**config.mk**
```make
export PLATFORM = sky130hd
export DESIGN_NAME = bank_xbar_credit_mgr_flat
export DESIGN_NICKNAME = d
export VERILOG_FILES = /design/src/rtl/bank_xbar_credit_mgr_if.sv /design/src/rtl/bank_xbar_credit_mgr.sv /design/src/flat_wrapper.sv
export SDC_FILE = /design/constraint.sdc
export NUM_CORES = 1
export LEC_CHECK = 0
export ABC_CLOCK_PERIOD_IN_PS = 7300
export CORE_ASPECT_RATIO = 0.5
export CORE_UTILIZATION = 55
export DETAILED_ROUTE_END_ITERATION = 12
export PLACE_DENSITY = 0.82
export SLEW_MARGIN = 10
export SYNTH_ARGS = -nofsm -noshare
export SYNTH_HDL_FRONTEND = slang
export SYNTH_SLANG_ARGS = --single-unit
```
**constraint.sdc**
```tcl
create_clock -name clk_i -period 7.3 [get_ports clk_i]
set_input_delay 1.095 -clock clk_i [delete_from_list [all_inputs] [get_ports clk_i]]
set_output_delay 1.095 -clock clk_i [all_outputs]
set_load 0.005 [all_outputs]
```
**src/rtl/bank_xbar_credit_mgr_if.sv**
```systemverilog
// ISU request / xbar credit-return bundle for bank_xbar_credit_mgr.
// The master drives requests and returns, and the slave (the credit manager) grants them.
interface bank_xbar_credit_mgr_if;
  logic       isu_cm_req_valid_i;
  logic       isu_cm_req_ready_o;
  logic [1:0] isu_cm_req_ch_id_i;
  logic [2:0] isu_cm_rob_num_o;
  logic [2:0] xbar_cm_credit_rtn_i;

  modport master (
    output isu_cm_req_valid_i,
    output isu_cm_req_ch_id_i,
    output xbar_cm_credit_rtn_i,
    input  isu_cm_req_ready_o,
    input  isu_cm_rob_num_o
  );

  modport slave (
    input  isu_cm_req_valid_i,
    input  isu_cm_req_ch_id_i,
    input  xbar_cm_credit_rtn_i,
    output isu_cm_req_ready_o,
    output isu_cm_rob_num_o
  );
endinterface

```
**src/rtl/bank_xbar_credit_mgr.sv**
```systemverilog
// Per-channel ROB credit manager with a drain FSM (RUN/DRAIN/DONE) for three channels.
// Optional sticky protocol-error flag: define BANK_CREDIT_ERR_CHK_EN.
module bank_xbar_credit_mgr #(
  parameter int CREDIT_MAX = 8
) (
  input  logic                          clk_i,
  input  logic                          rst_i,
  bank_xbar_credit_mgr_if.slave         bus,
  input  logic                          drain_req_i,
  output logic [3:0]                    cm_ch0_credit_o,
  output logic [3:0]                    cm_ch1_credit_o,
  output logic [3:0]                    cm_ch2_credit_o,
  output logic                          drain_done_o,
  output logic                          cm_err_o
);

  localparam logic [3:0] CMAX = 4'(CREDIT_MAX);

  typedef enum logic [1:0] {RUN, DRAIN, DONE} state_t;

  state_t     state_reg, state_next;
  logic [3:0] cnt_reg [3];
  logic [2:0] ptr_reg [3];

  logic       ch_legal;
  logic [3:0] sel_cnt;
  logic [2:0] sel_ptr;
  logic       hs;
  logic [2:0] hs_ch;
  logic [2:0] full_ch;

  always_comb begin
    ch_legal = 1'b0;
    sel_cnt  = '0;
    sel_ptr  = '0;
    case (bus.isu_cm_req_ch_id_i)
      2'd0: begin ch_legal = 1'b1; sel_cnt = cnt_reg[0]; sel_ptr = ptr_reg[0]; end
      2'd1: begin ch_legal = 1'b1; sel_cnt = cnt_reg[1]; sel_ptr = ptr_reg[1]; end
      2'd2: begin ch_legal = 1'b1; sel_cnt = cnt_reg[2]; sel_ptr = ptr_reg[2]; end
      default: ;
    endcase
  end

  // Ready depends only on registered state and the channel id, never on valid.
  assign bus.isu_cm_req_ready_o = (state_reg == RUN) && ch_legal && (sel_cnt != 4'd0);
  assign bus.isu_cm_rob_num_o   = sel_ptr;
  assign hs = bus.isu_cm_req_valid_i && bus.isu_cm_req_ready_o;

  genvar gi;
  generate
    for (gi = 0; gi < 3; gi++) begin : g_ch
      assign hs_ch[gi]   = hs && (bus.isu_cm_req_ch_id_i == 2'(gi));
      assign full_ch[gi] = (cnt_reg[gi] == CMAX);
    end
  endgenerate

  // A grant and a return on the same channel cancel; a return to a full counter saturates.
  always_ff @(posedge clk_i) begin
    if (rst_i) begin
      for (int n = 0; n < 3; n++) begin
        cnt_reg[n] <= CMAX;
        ptr_reg[n] <= 3'd0;
      end
    end else begin
      for (int n = 0; n < 3; n++) begin
        if (hs_ch[n] && !bus.xbar_cm_credit_rtn_i[n])
          cnt_reg[n] <= cnt_reg[n] - 4'd1;
        else if (!hs_ch[n] && bus.xbar_cm_credit_rtn_i[n] && !full_ch[n])
          cnt_reg[n] <= cnt_reg[n] + 4'd1;
        if (hs_ch[n])
          ptr_reg[n] <= ptr_reg[n] + 3'd1;
      end
    end
  end

  always_ff @(posedge clk_i) begin
    if (rst_i) state_reg <= RUN;
    else       state_reg <= state_next;
  end

  always_comb begin
    state_next = state_reg;
    case (state_reg)
      RUN:     if (drain_req_i) state_next = DRAIN;
      DRAIN:   if (&full_ch)    state_next = DONE;
      DONE:    state_next = RUN;
      default: state_next = RUN;
    endcase
  end

  assign drain_done_o    = (state_reg == DONE);
  assign cm_ch0_credit_o = cnt_reg[0];
  assign cm_ch1_credit_o = cnt_reg[1];
  assign cm_ch2_credit_o = cnt_reg[2];

`ifdef BANK_CREDIT_ERR_CHK_EN
  logic [2:0] ovf_ch;
  logic       err_reg;
  logic       err_set;

  generate
    for (gi = 0; gi < 3; gi++) begin : g_ovf
      assign ovf_ch[gi] = bus.xbar_cm_credit_rtn_i[gi] && full_ch[gi] && !hs_ch[gi];
    end
  endgenerate

  assign err_set = (|ovf_ch) || (bus.isu_cm_req_valid_i && (bus.isu_cm_req_ch_id_i == 2'd3));

  always_ff @(posedge clk_i) begin
    if (rst_i)        err_reg <= 1'b0;
    else if (err_set) err_reg <= 1'b1;
  end

  assign cm_err_o = err_reg;
`else
  assign cm_err_o = 1'b0;
`endif

endmodule

```
**src/flat_wrapper.sv**
```systemverilog
// flat-port wrapper written by rule: the top's interface ports become plain ports
module bank_xbar_credit_mgr_flat 
#(
  parameter int CREDIT_MAX = 8
)
  (clk_i, rst_i, drain_req_i, cm_ch0_credit_o, cm_ch1_credit_o, cm_ch2_credit_o, drain_done_o, cm_err_o, bus_isu_cm_req_valid_i, bus_isu_cm_req_ch_id_i, bus_xbar_cm_credit_rtn_i, bus_isu_cm_req_ready_o, bus_isu_cm_rob_num_o);
  bank_xbar_credit_mgr_if bus_i ();
  input  logic clk_i;
  input  logic rst_i;
  input  logic drain_req_i;
  output logic [3:0] cm_ch0_credit_o;
  output logic [3:0] cm_ch1_credit_o;
  output logic [3:0] cm_ch2_credit_o;
  output logic drain_done_o;
  output logic cm_err_o;
  input wire logic [$bits(bus_i.isu_cm_req_valid_i)-1:0] bus_isu_cm_req_valid_i;
  input wire logic [$bits(bus_i.isu_cm_req_ch_id_i)-1:0] bus_isu_cm_req_ch_id_i;
  input wire logic [$bits(bus_i.xbar_cm_credit_rtn_i)-1:0] bus_xbar_cm_credit_rtn_i;
  output wire logic [$bits(bus_i.isu_cm_req_ready_o)-1:0] bus_isu_cm_req_ready_o;
  output wire logic [$bits(bus_i.isu_cm_rob_num_o)-1:0] bus_isu_cm_rob_num_o;
  assign bus_i.isu_cm_req_valid_i = bus_isu_cm_req_valid_i;
  assign bus_i.isu_cm_req_ch_id_i = bus_isu_cm_req_ch_id_i;
  assign bus_i.xbar_cm_credit_rtn_i = bus_xbar_cm_credit_rtn_i;
  assign bus_isu_cm_req_ready_o = bus_i.isu_cm_req_ready_o;
  assign bus_isu_cm_rob_num_o = bus_i.isu_cm_rob_num_o;
  bank_xbar_credit_mgr #(.CREDIT_MAX(CREDIT_MAX)) u_core (.clk_i(clk_i), .rst_i(rst_i), .bus(bus_i), .drain_req_i(drain_req_i), .cm_ch0_credit_o(cm_ch0_credit_o), .cm_ch1_credit_o(cm_ch1_credit_o), .cm_ch2_credit_o(cm_ch2_credit_o), .drain_done_o(drain_done_o), .cm_err_o(cm_err_o));
endmodule
```
==> qor.txt <==
Outcome -> finished clean
Post-synth top area share -> 40.03%
Fin. Hold Viols -> 0
Min-Delay Path Class -> reg -> reg
# IOs -> 27
VDD IR-drop max -> 0.1794 mV
Die ar. -> 3095 um^2
Yosys cell types -> 50
Largest net degree at the start of global routing -> 15
Avg WL per Cell -> 15.14 um
DR vias/cell -> 5.864
Total number of vias -> 1,208
Sequential Area -> 670.6 um^2
Hold path startpoint -> u_core.state_reg[1]$_SDFFE_PP0P_
Placed Area -> 1824 um^2
Fin nets -> 190
DP HPWL -> 2430 um
Core area -> 2651 um^2
Comb pwr share -> 36.9%
Least-Margin Pin Slew -> 1.085 ns
Post-route ant nets -> 0
Initial core utilization -> 59.41%
Synth area leaders -> edfxtp_1, ha_1, xnor2_1
Sequential share of the synthesized area -> 42.57%
First-pass DRT Iterations -> 4
R2r setup slk -> 4.43 ns
R2r startpoint -> u_core.cnt_reg[0][0]$_SDFFCE_PP0P_
Syn-to-layout area delta -> 18.74%
Leak Pwr -> 0.0007133 uW
Max FO, Critical Path -> 11
Mapped Avg Cell Area -> 10.72 um^2
Setup Total Neg Slack -> 0 ns
Cts-stage hold buffer count -> 0
Final wirelength -> 3118 um
Worst Skew -> 0.005350 ns
Die W -> 77.69 um
Sw Share -> 33.15%
Finished Cell Area -> 1871 um^2
Max clock buf depth -> 2
Vias in the first global route -> 1,072
Maxcap violations -> 0
Crit. End Element -> output pin
CTS Sinks -> 23
CTS tree -> yes
Commonest cells in the netlist -> edfxtp_1, nor2_1, nand2_1, ha_1, xnor2_1
R2R depth -> 9
NetSw -> 149.7 uW
DR iter-0 viols -> 82
Seq pwr share -> 44.9%
Global placement routability congestion -> 0.8347
Net Count, Synth -> 167
Multi-input combinational cell area -> 827.0 um^2
Max Slew Vio Count -> 0
Max Clock Freq -> 239.2 MHz
Synthesized area -> 1575 um^2
Post-synth top area cell -> edfxtp_1
WHS Path Cells -> 1
Clock share of power -> 18.2%
Post-Synthesis Cells -> 147
Cts repair resizes -> 0
Chip height -> 39.85 um
Pwr Density -> 241.3 nW/um^2
H-tree depth -> 1
First-pass GRT wire length -> 5030 um
Asr flop ratio synth -> 0%
End of the worst register-to-register path -> u_core.cnt_reg[0][3]$_SDFFCE_PP1P_
Num rows -> 13
Initial antenna violation count -> 0
Tcrit/Tclk final -> 57.28%
Pint -> 301.8 uW
Count leader, synth -> edfxtp_1
Setup Viol. Count Final -> 0
DRC viols -> 0
Share of cells above drive strength 1 -> 8.284%
Critical path class -> in -> out
Clock Latency Late Sink -> 0.27 ns
WHS Endpoint -> u_core.state_reg[1]$_SDFFE_PP0P_
Buffers added on ports -> 25
Predominant post-synthesis flop cell -> edfxtp_1
Required time of the critical path -> 6.20 ns
Total congestion overflow -> 0
RSZ-0062 raised after global routing -> false
CTS root buffer -> clkbuf_8
Max reg flops -> 12
Post-synth EDFFs -> 21
Final min period -> 4.181 ns
Slew HR -> 26.76%
CTS buffer count -> 3
Warnings from Yosys -> 0
CP startpoint kind -> primary input
Setup Buffers After CTS -> 0
Fill cell count -> 208
Worst-path clk slew -> 0.09 ns
# diodes -> 0
Total track usage -> 22.72%
#FFs+latches synth -> 23
Arrival time worst endpoint -> 3.09 ns
-- how the worst max path moves through the flow --
stage | start | end | slack [ns]
CTS | bus_isu_cm_req_ch_id_i[1] | bus_isu_cm_req_ready_o | 3.13
detailed placement | bus_isu_cm_req_ch_id_i[1] | bus_isu_cm_req_ready_o | 3.15
global route | bus_isu_cm_req_ch_id_i[1] | bus_isu_cm_req_ready_o | 3.02
finish | bus_isu_cm_req_ch_id_i[1] | bus_isu_cm_req_ready_o | 3.12
global placement | bus_isu_cm_req_ch_id_i[1] | bus_isu_cm_req_ready_o | 3.23
floorplan | bus_isu_cm_req_ch_id_i[1] | u_core.cnt_reg[0][3]$_SDFFCE_PP1P_ | 4.13
-- routing by layer --
layer  share of wire, %  wire length, um  vias to the layer above  global-route usage, %
li1                   -                -                      583                      -
met1                 47             1470                      593                  28.91
met2                 47             1456                       30                  39.16
met3                5.9              184                        2                  6.977
met4               0.19                6                        0                  4.245
met5                  0                0                        -                      0
-- stage by stage --
| stage | hold slack (ns) | cells | util (%) | total power, uW | setup slack, ns |
|---|---|---|---|---|---|
| finish | 0.5130 | 206 | 70.55 | 451.4 | 3.119 |
| global route | 0.5369 | 206 | 70.55 | 480.8 | 3.021 |
| CTS | 0.5157 | 206 | 70.55 | 451.8 | 3.133 |
| detailed placement | 0.5123 | 202 | 68.81 | 372.6 | 3.148 |
| global placement | 0.4816 | 202 | 68.81 | 364.8 | 3.226 |
| floorplan | 0.4562 | 147 | - | 309.4 | 4.131 |
-- critical path, cell delays in order --
cell and delay, ns:
clkdlybuf4s50_1 0.63, nor3_1 0.63, o31a_1 0.23, clkdlybuf4s50_1 0.49
-- placed cells by master, fill, tap and decap left out, drive strengths merged, types with 3 or more instances in the layout --
master         count
a21oi              4
nand3              3
nand4              4
a21o               3
edfxtp            21
mux2i              4
ha                 9
clkdlybuf4s50     25
inv                8
clkbuf             3
xnor2              9
a211o              3
nor2              15
nand2             12
o21ai              4
and2               3
nor3               5
-- cell type report --
class,count,area share (%)
multi-input cells,109,44.21
flip-flops and latches,23,35.85
repair buffers,25,13.38
well taps,37,2.475
clock buffers,3,2.207
inverters,8,1.605
clock inverters,1,0.2676
-- cell families (layout without fill, tap and decap cells) --
logic type	Yosys count	in the layout	synth area share, %
flip-flops	23	23	42.57
AO/OA/AOI/OAI	30	30	16.84
multiplexers	5	5	3.257
XOR/XNOR	9	9	5.004
AND/OR/NAND/NOR	53	53	17.47
buffers and inverters	15	37	4.924
other	1	1	0.2381
adder cells (fa/ha/maj)	11	11	9.690
-- power groups by stage --
stage	Combinational, uW	Clock (uW)	Sequential [uW]
global placement	160	0	205
CTS	168	81.4	203
detailed placement	167	0	205
floorplan	111	0	199
global route	188	85.8	207
finish	167	82.3	202
No activity file was read; power rests on OpenSTA's default activity.
